**src/rtl/sap_1_program_loader_pkg.sv**
```systemverilog
// sap_1_defs: shared SAP-1 widths, loader state encoding and opcode constants
package sap_1_defs;
  localparam int SAP_1_ADDR_WIDTH = 4;
  localparam int SAP_1_DATA_WIDTH = 8;
  typedef enum logic [2:0] {IDLE, LOAD, VERIFY, RUN, ERR} state_t;
  localparam logic [3:0] OP_LDA = 4'h0;
  localparam logic [3:0] OP_ADD = 4'h1;
  localparam logic [3:0] OP_SUB = 4'h2;
  localparam logic [3:0] OP_OUT = 4'hE;
  localparam logic [3:0] OP_HLT = 4'hF;
  function automatic logic [7:0] sap_1_instr(input logic [3:0] op, input logic [3:0] arg);
    return {op, arg};
  endfunction
endpackage

```
**src/rtl/sap_1_program_loader_sum_accumulator.sv**
```systemverilog
// sap_1_sum_accumulator: wrapping byte sum with synchronous clear and enable
module sap_1_sum_accumulator #(
  parameter int WIDTH = 8
) (
  input  logic             clk,
  input  logic             rst,
  input  logic             clr,
  input  logic             en,
  input  logic [WIDTH-1:0] d,
  output logic [WIDTH-1:0] sum
);
  always_ff @(posedge clk or posedge rst)
    if (rst) sum <= '0;
    else if (clr) sum <= '0;
    else if (en) sum <= sum + d;
endmodule

```
**src/rtl/sap_1_program_loader.sv**
```systemverilog
// sap_1_program_loader: streams a program into SAP-1 RAM, verifies it by readback sum, then releases the CPU
module sap_1_program_loader
  import sap_1_defs::*;
#(
  parameter int ADDR_WIDTH = SAP_1_ADDR_WIDTH,
  parameter int DATA_WIDTH = SAP_1_DATA_WIDTH,
  parameter int WORDS = 16
) (
  input  logic                  Clk,
  input  logic                  Clr,
  input  logic                  start,
  input  logic                  in_valid,
  input  logic [DATA_WIDTH-1:0] in_data,
  output logic                  in_ready,
  output logic [ADDR_WIDTH-1:0] ram_addr,
  output logic [DATA_WIDTH-1:0] ram_wdata,
  output logic                  ram_we,
  input  logic [DATA_WIDTH-1:0] ram_rdata,
  output logic                  cpu_clr,
  output logic                  done,
  output logic                  error
);
  localparam int VW = $clog2(WORDS + 2);
  localparam logic [ADDR_WIDTH-1:0] LAST_IDX = ADDR_WIDTH'(WORDS - 1);
  localparam logic [VW-1:0] VLAST = VW'(WORDS - 1);
  localparam logic [VW-1:0] VEND = VW'(WORDS);
  state_t state, state_d;
  logic [ADDR_WIDTH-1:0] index, index_d, addr_d;
  logic [VW-1:0] vcnt, vcnt_d;
  logic [DATA_WIDTH-1:0] wsum, rsum, rsum_next, wdata_d;
  logic beat, go, last, fin, ok, ready_d, we_d, cpu_clr_d, done_d, error_d;
  assign beat = in_valid & in_ready;
  assign go = start & (state inside {IDLE, RUN, ERR});
  // the final write cycle is the only LOAD cycle with ram_we high and in_ready low
  assign last = (state == LOAD) & ram_we & ~in_ready;
  assign fin = (state == VERIFY) & (vcnt == VEND);
  assign rsum_next = rsum + ram_rdata;
  assign ok = rsum_next == wsum;
  sap_1_sum_accumulator #(.WIDTH(DATA_WIDTH)) u_wsum (
    .clk(Clk), .rst(Clr), .clr(go), .en(beat), .d(in_data), .sum(wsum)
  );
  // read data lags the address by one cycle, so accumulation starts at vcnt=1
  sap_1_sum_accumulator #(.WIDTH(DATA_WIDTH)) u_rsum (
    .clk(Clk), .rst(Clr), .clr(go | last), .en((state == VERIFY) & (vcnt != '0)),
    .d(ram_rdata), .sum(rsum)
  );
  always_ff @(posedge Clk or posedge Clr)
    if (Clr) state <= IDLE;
    else state <= state_d;
  always_comb begin
    state_d = state;
    if (go) state_d = LOAD;
    else if (last) state_d = VERIFY;
    else if (fin) state_d = ok ? RUN : ERR;
  end
  always_comb begin
    ready_d = go ? 1'b1 : (beat && index == LAST_IDX) ? 1'b0 : in_ready;
    we_d = beat;
    wdata_d = beat ? in_data : ram_wdata;
    addr_d = beat ? index : last ? '0 :
             (state == VERIFY && vcnt < VLAST) ? ram_addr + 1'b1 : ram_addr;
    index_d = go ? '0 : (beat && index != LAST_IDX) ? index + 1'b1 : index;
    vcnt_d = last ? '0 : (state == VERIFY) ? vcnt + 1'b1 : vcnt;
    cpu_clr_d = state_d != RUN;
    done_d = state_d == RUN;
    error_d = state_d == ERR;
  end
  always_ff @(posedge Clk or posedge Clr)
    if (Clr) begin
      in_ready <= 1'b0;
      ram_we <= 1'b0;
      ram_addr <= '0;
      ram_wdata <= '0;
      cpu_clr <= 1'b1;
      done <= 1'b0;
      error <= 1'b0;
      index <= '0;
      vcnt <= '0;
    end else begin
      in_ready <= ready_d;
      ram_we <= we_d;
      ram_addr <= addr_d;
      ram_wdata <= wdata_d;
      cpu_clr <= cpu_clr_d;
      done <= done_d;
      error <= error_d;
      index <= index_d;
      vcnt <= vcnt_d;
    end
endmodule

```
**config.mk**
```make
export PLATFORM = sky130hd
export DESIGN_NAME = sap_1_program_loader
export DESIGN_NICKNAME = d
export VERILOG_FILES = /design/src/rtl/sap_1_program_loader_pkg.sv /design/src/rtl/sap_1_program_loader_sum_accumulator.sv /design/src/rtl/sap_1_program_loader.sv
export SDC_FILE = /design/constraint.sdc
export NUM_CORES = 1
export LEC_CHECK = 0
export ABC_AREA = 1
export CORE_AREA = 2 2 83 85
export CTS_CLUSTER_DIAMETER = 40
export DETAILED_ROUTE_END_ITERATION = 6
export DIE_AREA = 0 0 85 87
export GPL_ROUTABILITY_DRIVEN = 0
export PLACE_DENSITY = 0.77
export SLEW_MARGIN = 30
export SYNTH_ARGS = -nofsm -noshare
export SYNTH_HDL_FRONTEND = slang
export SYNTH_SLANG_ARGS = --single-unit
```
**constraint.sdc**
```tcl
create_clock -name Clk -period 2.5 [get_ports Clk]
set_clock_uncertainty 0.2 [all_clocks]
set_input_delay 0.5 -clock Clk [delete_from_list [all_inputs] [get_ports Clk]]
set_output_delay 0.5 -clock Clk [all_outputs]
set_load 0.02 [all_outputs]
```
==> metrics.cfg, run 1 <==
[critical_path]
cp.required_ns = 2.50
arrival_ns = 2.37
critical_path_class = input pin to flop
timing.rr.end = error$_DFF_PP0_
cp-end-kind = flop
timing.rr.start = u_rsum.sum[0]$_DFFE_PP0P_
cp_max_fo = 3
regToRegSetupSlack_ns = 0.14
cp-start-kind = input pin
ff2ff_path_depth = 15

[place]
io_buffer_count = 36
post-dp-hpwl_mm = 5.05
dpl.cell_count = 504
placed_cell_area_um2 = 3450

[route]
dr.first_iter.drc_count = 116
drc_errors = 0
first_pass_iters = 4
wirelength_mm = 6.33
vias_per_cell = 4.99
route.met3.wl_um = 339
ant_nets = 0
wl_met1_mm = 3.02
route.detailed.wl_per_inst_um = 12.3
wl_met2_mm = 2.87
num_vias = 2568
highest_layer = met4

[yosys]
async_flop_share_pct = 100
synth.distinct_cells = 32
synthCells = 368
synth_ff_type = dfrtp_1
synth-seq-cells = 45
synth_area_um2 = 2810
synth_enable_flop_cells = 0
yosys_warnings = 0
synth_nets = 408
avgSynthCellArea_um2 = 7.64
yosysSeqAreaShare_pct = 40.1

[global_routing]
grt_pass1_vias = 2480
grt_overflow = 0
grt_max_degree = 28
antenna_found_initial = 0
grtUsageTotal_pct = 18.2
grt_pass1_wl_mm = 10.8

[timing]
hold_viol = 0
whs_ns = 0.290
drv_slew = 0
finalWorstPathRequiredPeriod_ns = 2.37
slew_headroom_pct = 68.2
fin_crit_sh_pct = 94.9
fmax_mhz = 421
setup_viol_count_final = 0
rsz0062_at_grt = yes
worstMarginPinSlew_ns = 0.471
setup-tns-final_ns = 0

[floorplan]
fp.coreArea_um2 = 6570
ioPinCount = 37
row_count = 30
die_w_um = 85
die_y_um = 87
initial_core_util_pct = 42.8
die_area_um2 = 7400

[cells_and_area]
stdcell_count = 515
layout_commonest_cell = nand2_1
final_nets = 474
num_antenna_cells = 0
area_growth_syn_to_layout_pct = 27.5
fin_util_pct = 54.6
drive_above_1_share_pct = 17.2
layout_common_cells = nand2_1, inv_1, dfrtp_1, nand3_1, clkdlybuf4s50_1
design_area_um2 = 3580

[hold_path]
min_path_cells = 2
hold_class = flop to flop
worstHoldStart = ram_wdata[4]$_DFFE_PP0P_
hold-path-endpoint = ram_wdata[4]$_DFFE_PP0P_

[power]
pwr_density_cell_nw_per_um2 = 1110
vdd_ir_drop_max_v = 0.000526
p_leak_uw = 0.00185

[outcome]
status = completed

[cts]
cts_tree = yes
cts-htree-levels = 2
cts_buffers = 5
worstSkewPairLatency_ns = 0.30
cts.sinks = 45
cts-root-buf = clkbuf_8
path_clk_slew_ns = 0.08
ctsHoldBuffers = 0
max-clock-path-buffers = 2

[job]
maxCapViolations = 0

## through the flow
| step | total power [uW] | setup WS (ns) |
|---|---|---|
| floorplan | 2680 | 0.161 |
| global placement | 3390 | -0.383 |
| detailed placement | 3460 | -0.457 |
| CTS | 3940 | 0.0922 |
| global route | 4360 | -0.0468 |
| finish | 3980 | 0.127 |
## cell usage after synthesis, types with 3 or more instances
library cell	count	area [um2]
nand2_1	95	357
inv_2	6	22.5
ha_1	18	225
nor2_1	26	97.6
a21oi_1	14	70.1
nand3_2	3	30.0
nor2_2	4	25.0
o22ai_1	8	50.1
dfrtp_1	44	1100
nand3_1	40	200
nand4_1	3	18.8
o21ai_0	17	85.1
xor2_1	3	26.3
clkbuf_1	3	11.3
inv_1	49	184
nand2_2	15	93.8
## worst max-delay path by stage
stage | start | end | slack (ns) | cells after the start
2_1_floorplan | ram_rdata[0] | error$_DFF_PP0_ | 0.16 | 15
3_3_place_gp | ram_rdata[0] | error$_DFF_PP0_ | -0.38 | 16
3_5_place_dp | ram_rdata[0] | error$_DFF_PP0_ | -0.46 | 16
4_1_cts | ram_rdata[2] | error$_DFF_PP0_ | 0.09 | 16
5_1_grt | u_rsum.sum[0]$_DFFE_PP0P_ | cpu_clr$_DFF_PP1_ | -0.05 | 15
6_report | ram_rdata[0] | error$_DFF_PP0_ | 0.13 | 16
## area by class of cell
type	count	area (um2)
clock buffer	5	68.8
clock inverter	3	21.3
fill	572	2980
inverter	55	206
multi-input combinational	265	1490
sequential	45	1130
tap	80	100
timing repair buffer	62	567
## registers in the layout, indices dropped and copies added (netlist names)
signal,count
vcnt,5
u_wsum.sum,8
done,1
u_rsum.sum,8
ram_addr,4
index,4
error,1
state,3
ram_we,1
ram_wdata,8
in_ready,1
cpu_clr,1
## repair_timing
action / 4_1_cts / 5_1_grt
gates resized for setup: 3 / 7
buffers inserted: 1 / 2
cloned: 0 / 0
endpoints found under the setup margin: 6 / 4
pin swaps: 3 / 3
## critical path, cell delays in order
cell             delay (ns)
clkdlybuf4s15_1        0.20
ha_2                   0.20
fa_1                   0.51
inv_2                  0.05
nand2_2                0.04
nand2_1                0.05
nor2_1                 0.08
nand2_1                0.06
nor2_1                 0.11
nand4_1                0.11
nor2_2                 0.11
nand2_2                0.09
nand2_2                0.08
nand2_2                0.07
nand2_2                0.08
nor2_1                 0.04
## power breakdown
| part | switching, uW | total (uW) | leakage, uW | internal (uW) |
|---|---|---|---|---|
| clock | 261 | 459 | 0.0000445 | 199 |
| combinational | 1240 | 2270 | 0.00124 | 1030 |
| sequential | 244 | 1250 | 0.000566 | 1010 |
## layer usage
layer	vias to the layer above	GRT usage (%)
met5	-	0
met4	0	5.34
met3	7	2.84
met2	54	30.0
met1	1183	24.8
li1	1324	-
## kinds of logic (layout without fill, tap and decap cells)
logic type	count (synthesis)	in the layout	share of synthesized area (%)
AOI/OAI and AO/OA	46	46	9.17
adders and majority gates	20	20	9.44
and+or+nand+nor	192	192	31.2
muxes	2	2	0.801
xor gates and xnor gates	5	5	1.56
buffers and inverters	58	125	7.74
DFF	45	45	40.1
Power figures use the tool's default switching activity.
==> run 2, diff against run 1 <==
--- a/config.mk
+++ b/config.mk
@@ -8,6 +8,7 @@
 export ABC_AREA = 1
 export CORE_AREA = 2 2 83 85
 export CTS_CLUSTER_DIAMETER = 40
+export CTS_CLUSTER_SIZE = 10
 export DETAILED_ROUTE_END_ITERATION = 6
 export DIE_AREA = 0 0 85 87
 export GPL_ROUTABILITY_DRIVEN = 0
==> results of run 2 <==
Same layout as run 1: the final DEF is identical, and so are final timing and power.
==> run 3, diff against run 2 <==
--- a/config.mk
+++ b/config.mk
@@ -7,7 +7,7 @@
 export LEC_CHECK = 0
 export ABC_AREA = 1
 export CORE_AREA = 2 2 83 85
-export CTS_CLUSTER_DIAMETER = 40
+export CTS_CLUSTER_DIAMETER = 120
 export CTS_CLUSTER_SIZE = 10
 export DETAILED_ROUTE_END_ITERATION = 6
 export DIE_AREA = 0 0 85 87
==> results of run 3 <==
Same layout as run 1: the final DEF is identical, and so are final timing and power.
==> variant: new RTL, flow settings as in run 2 <==
The output `error` loses its register stage (`error` becomes a continuous assignment).
--- a/src/rtl/sap_1_program_loader.sv
+++ b/src/rtl/sap_1_program_loader.sv
@@ -73,7 +73,6 @@
       ram_wdata <= '0;
       cpu_clr <= 1'b1;
       done <= 1'b0;
-      error <= 1'b0;
       index <= '0;
       vcnt <= '0;
     end else begin
@@ -83,9 +82,10 @@
       ram_wdata <= wdata_d;
       cpu_clr <= cpu_clr_d;
       done <= done_d;
-      error <= error_d;
       index <= index_d;
       vcnt <= vcnt_d;
     end
+
+  assign error = error_d;
 endmodule
 
Check against the original RTL: no difference found for any inputs over 10 cycles, from zero or initial values; that may be too few to reach the edited logic, so the function may still have changed.
==> variant against run 2 <==
- the flow now finishes with violations (setup timing)
- maximum frequency down 26%
- cell count is 4.1% higher
- total power up 5.1%
- setup slack worse by 0.84 ns
- via count is 2.9% higher
- critical path depth unchanged
- sequential share of layout area decreased by 2.1 points
- sequential cell count is 1 lower
- synthesized area is 0.89% lower
- non-clock buffer count up 22
- wire length up 7.2%
- design area rose by 4.9%
==> variant: results (changes against run 2) <==
detailed_routing:
  wl_per_cell_um: 12.65  # was 12.29 um
  via_per_inst: 4.931  # was 4.986
  drt-initial-drc-count: 140  # was 116
timing:
  timing.hold.ws_ns: 0.2930  # was 0.2904 ns
  slew_headroom_pct: 61.50  # was 68.22%
  finalWorstSetupSlack_ns: -0.7141  # was 0.1271 ns
  tns_ns: -0.7856  # was 0 ns
  setup_viol: 2  # was 0
pwr:
  switchingPower_mw: 1.820  # was 1.749 mW
  vdd_drop_max_v: 0.0004608  # was 0.0005264 V
global_route:
  grt_pass1_wl_um: 11360  # was 10830 um
  grtUsageTotal_pct: 19.23  # was 18.19%
  grt_pass1_vias: 2649  # was 2480
  grt_max_degree: 45  # was 28
place:
  place_ws_ns: -1.321  # was -0.4571 ns
critical_path:
  worstRegToRegCells: 17  # was 15
  reg2reg_to: "cpu_clr$_DFF_PP1_"  # was error$_DFF_PP0_
  cp.arrival_ns: 2.51  # was 2.37 ns
  cp-endpoint: "error"  # was error$_DFF_PP0_
  crit_start: "ram_rdata[6]"  # was ram_rdata[0]
  r2r_setup_slack_ns: -0.07  # was 0.14 ns
logic_synthesis:
  ys_top_cells_by_count: "nand2_1 (95), inv_1 (49), dfrtp_1 (43)"  # was nand2_1 (95), inv_1 (49), dfrtp_1 (44)
  syn_nets: 407  # was 408
  ys_seq_area_share_pct: 39.56  # was 40.10%
  yosys-top-cells-area: "dfrtp_1 (39%), nand2_1 (13%), ha_1 (8.1%), nand3_1 (7.2%), inv_1 (6.6%)"  # was dfrtp_1 (39%), nand2_1 (13%), ha_1 (8.0%), nand3_1 (7.1%), inv_1 (6.5%)
  syn_avg_cell_area_um2: 7.592  # was 7.640 um2
finish:
  drive_gt1_share_pct: 22.15  # was 17.24%
  fin_cells: 536  # was 515
status:
  status: "finished with violations"  # was finished clean
  violations: "setup timing"
[variant: area by class of cell]
class | count | area (um2)
Clock buffer | 6 | 72.57
Clock inverter | 2 | 12.51
Fill cell | 590 | 2810
Inverter | 55 | 206.4
Multi-Input combinational cell | 265 | 1545
Sequential cell | 44 | 1102
Tap cell | 80 | 100.1
Timing Repair Buffer | 84 | 719.4
[variant: critical path, stage by stage]
cell             delay [ns]
clkdlybuf4s50_1        0.40
ha_1                   0.33
nand2_1                0.10
inv_1                  0.07
a21oi_4                0.18
nand2_2                0.09
nand2_1                0.09
nand3_2                0.06
nand2_1                0.11
nor2_2                 0.05
nand2_2                0.10
nand2_2                0.09
nand2_4                0.07
nand2_4                0.05
nor2_4                 0.10
buf_6                  0.12
[variant: routing by layer]
layer	global-route usage (%)	up-vias	part of all wire, %
li1	-	1364	-
met1	24.20	1224	47
met2	32.95	48	48
met3	3.602	7	4.1
met4	7.215	0	1.4
met5	0	-	0
[variant: kinds of logic (layout without fill, tap and decap cells)]
family	Yosys count	count (layout)	share of synthesized area (%)
and+or+nand+nor	192	192	31.48
muxes	2	2	0.8082
xor gates and xnor gates	5	5	1.572
DFF	44	44	39.56
AOI/OAI and AO/OA	46	46	9.251
adders and majority gates	20	20	9.520
buffers and inverters	58	147	7.813
[variant: power by group through the flow]
stage               combinational [mW]  sequential, mW  clock, mW
global route                      2.83            1.26      0.486
global placement                  2.31            1.21          0
floorplan                         1.40            1.28          0
finish                            2.52            1.22      0.449
detailed placement                2.39            1.22          0
CTS                               2.44            1.22      0.459
[variant: repair_timing]
action / CTS / global route
endpoints found under the setup margin: 5 / 3
hold endpoints to repair: 0 / 0
gates resized for setup: 14 / 8
pin swaps: 4 / 4
buffers inserted: 0 / 2
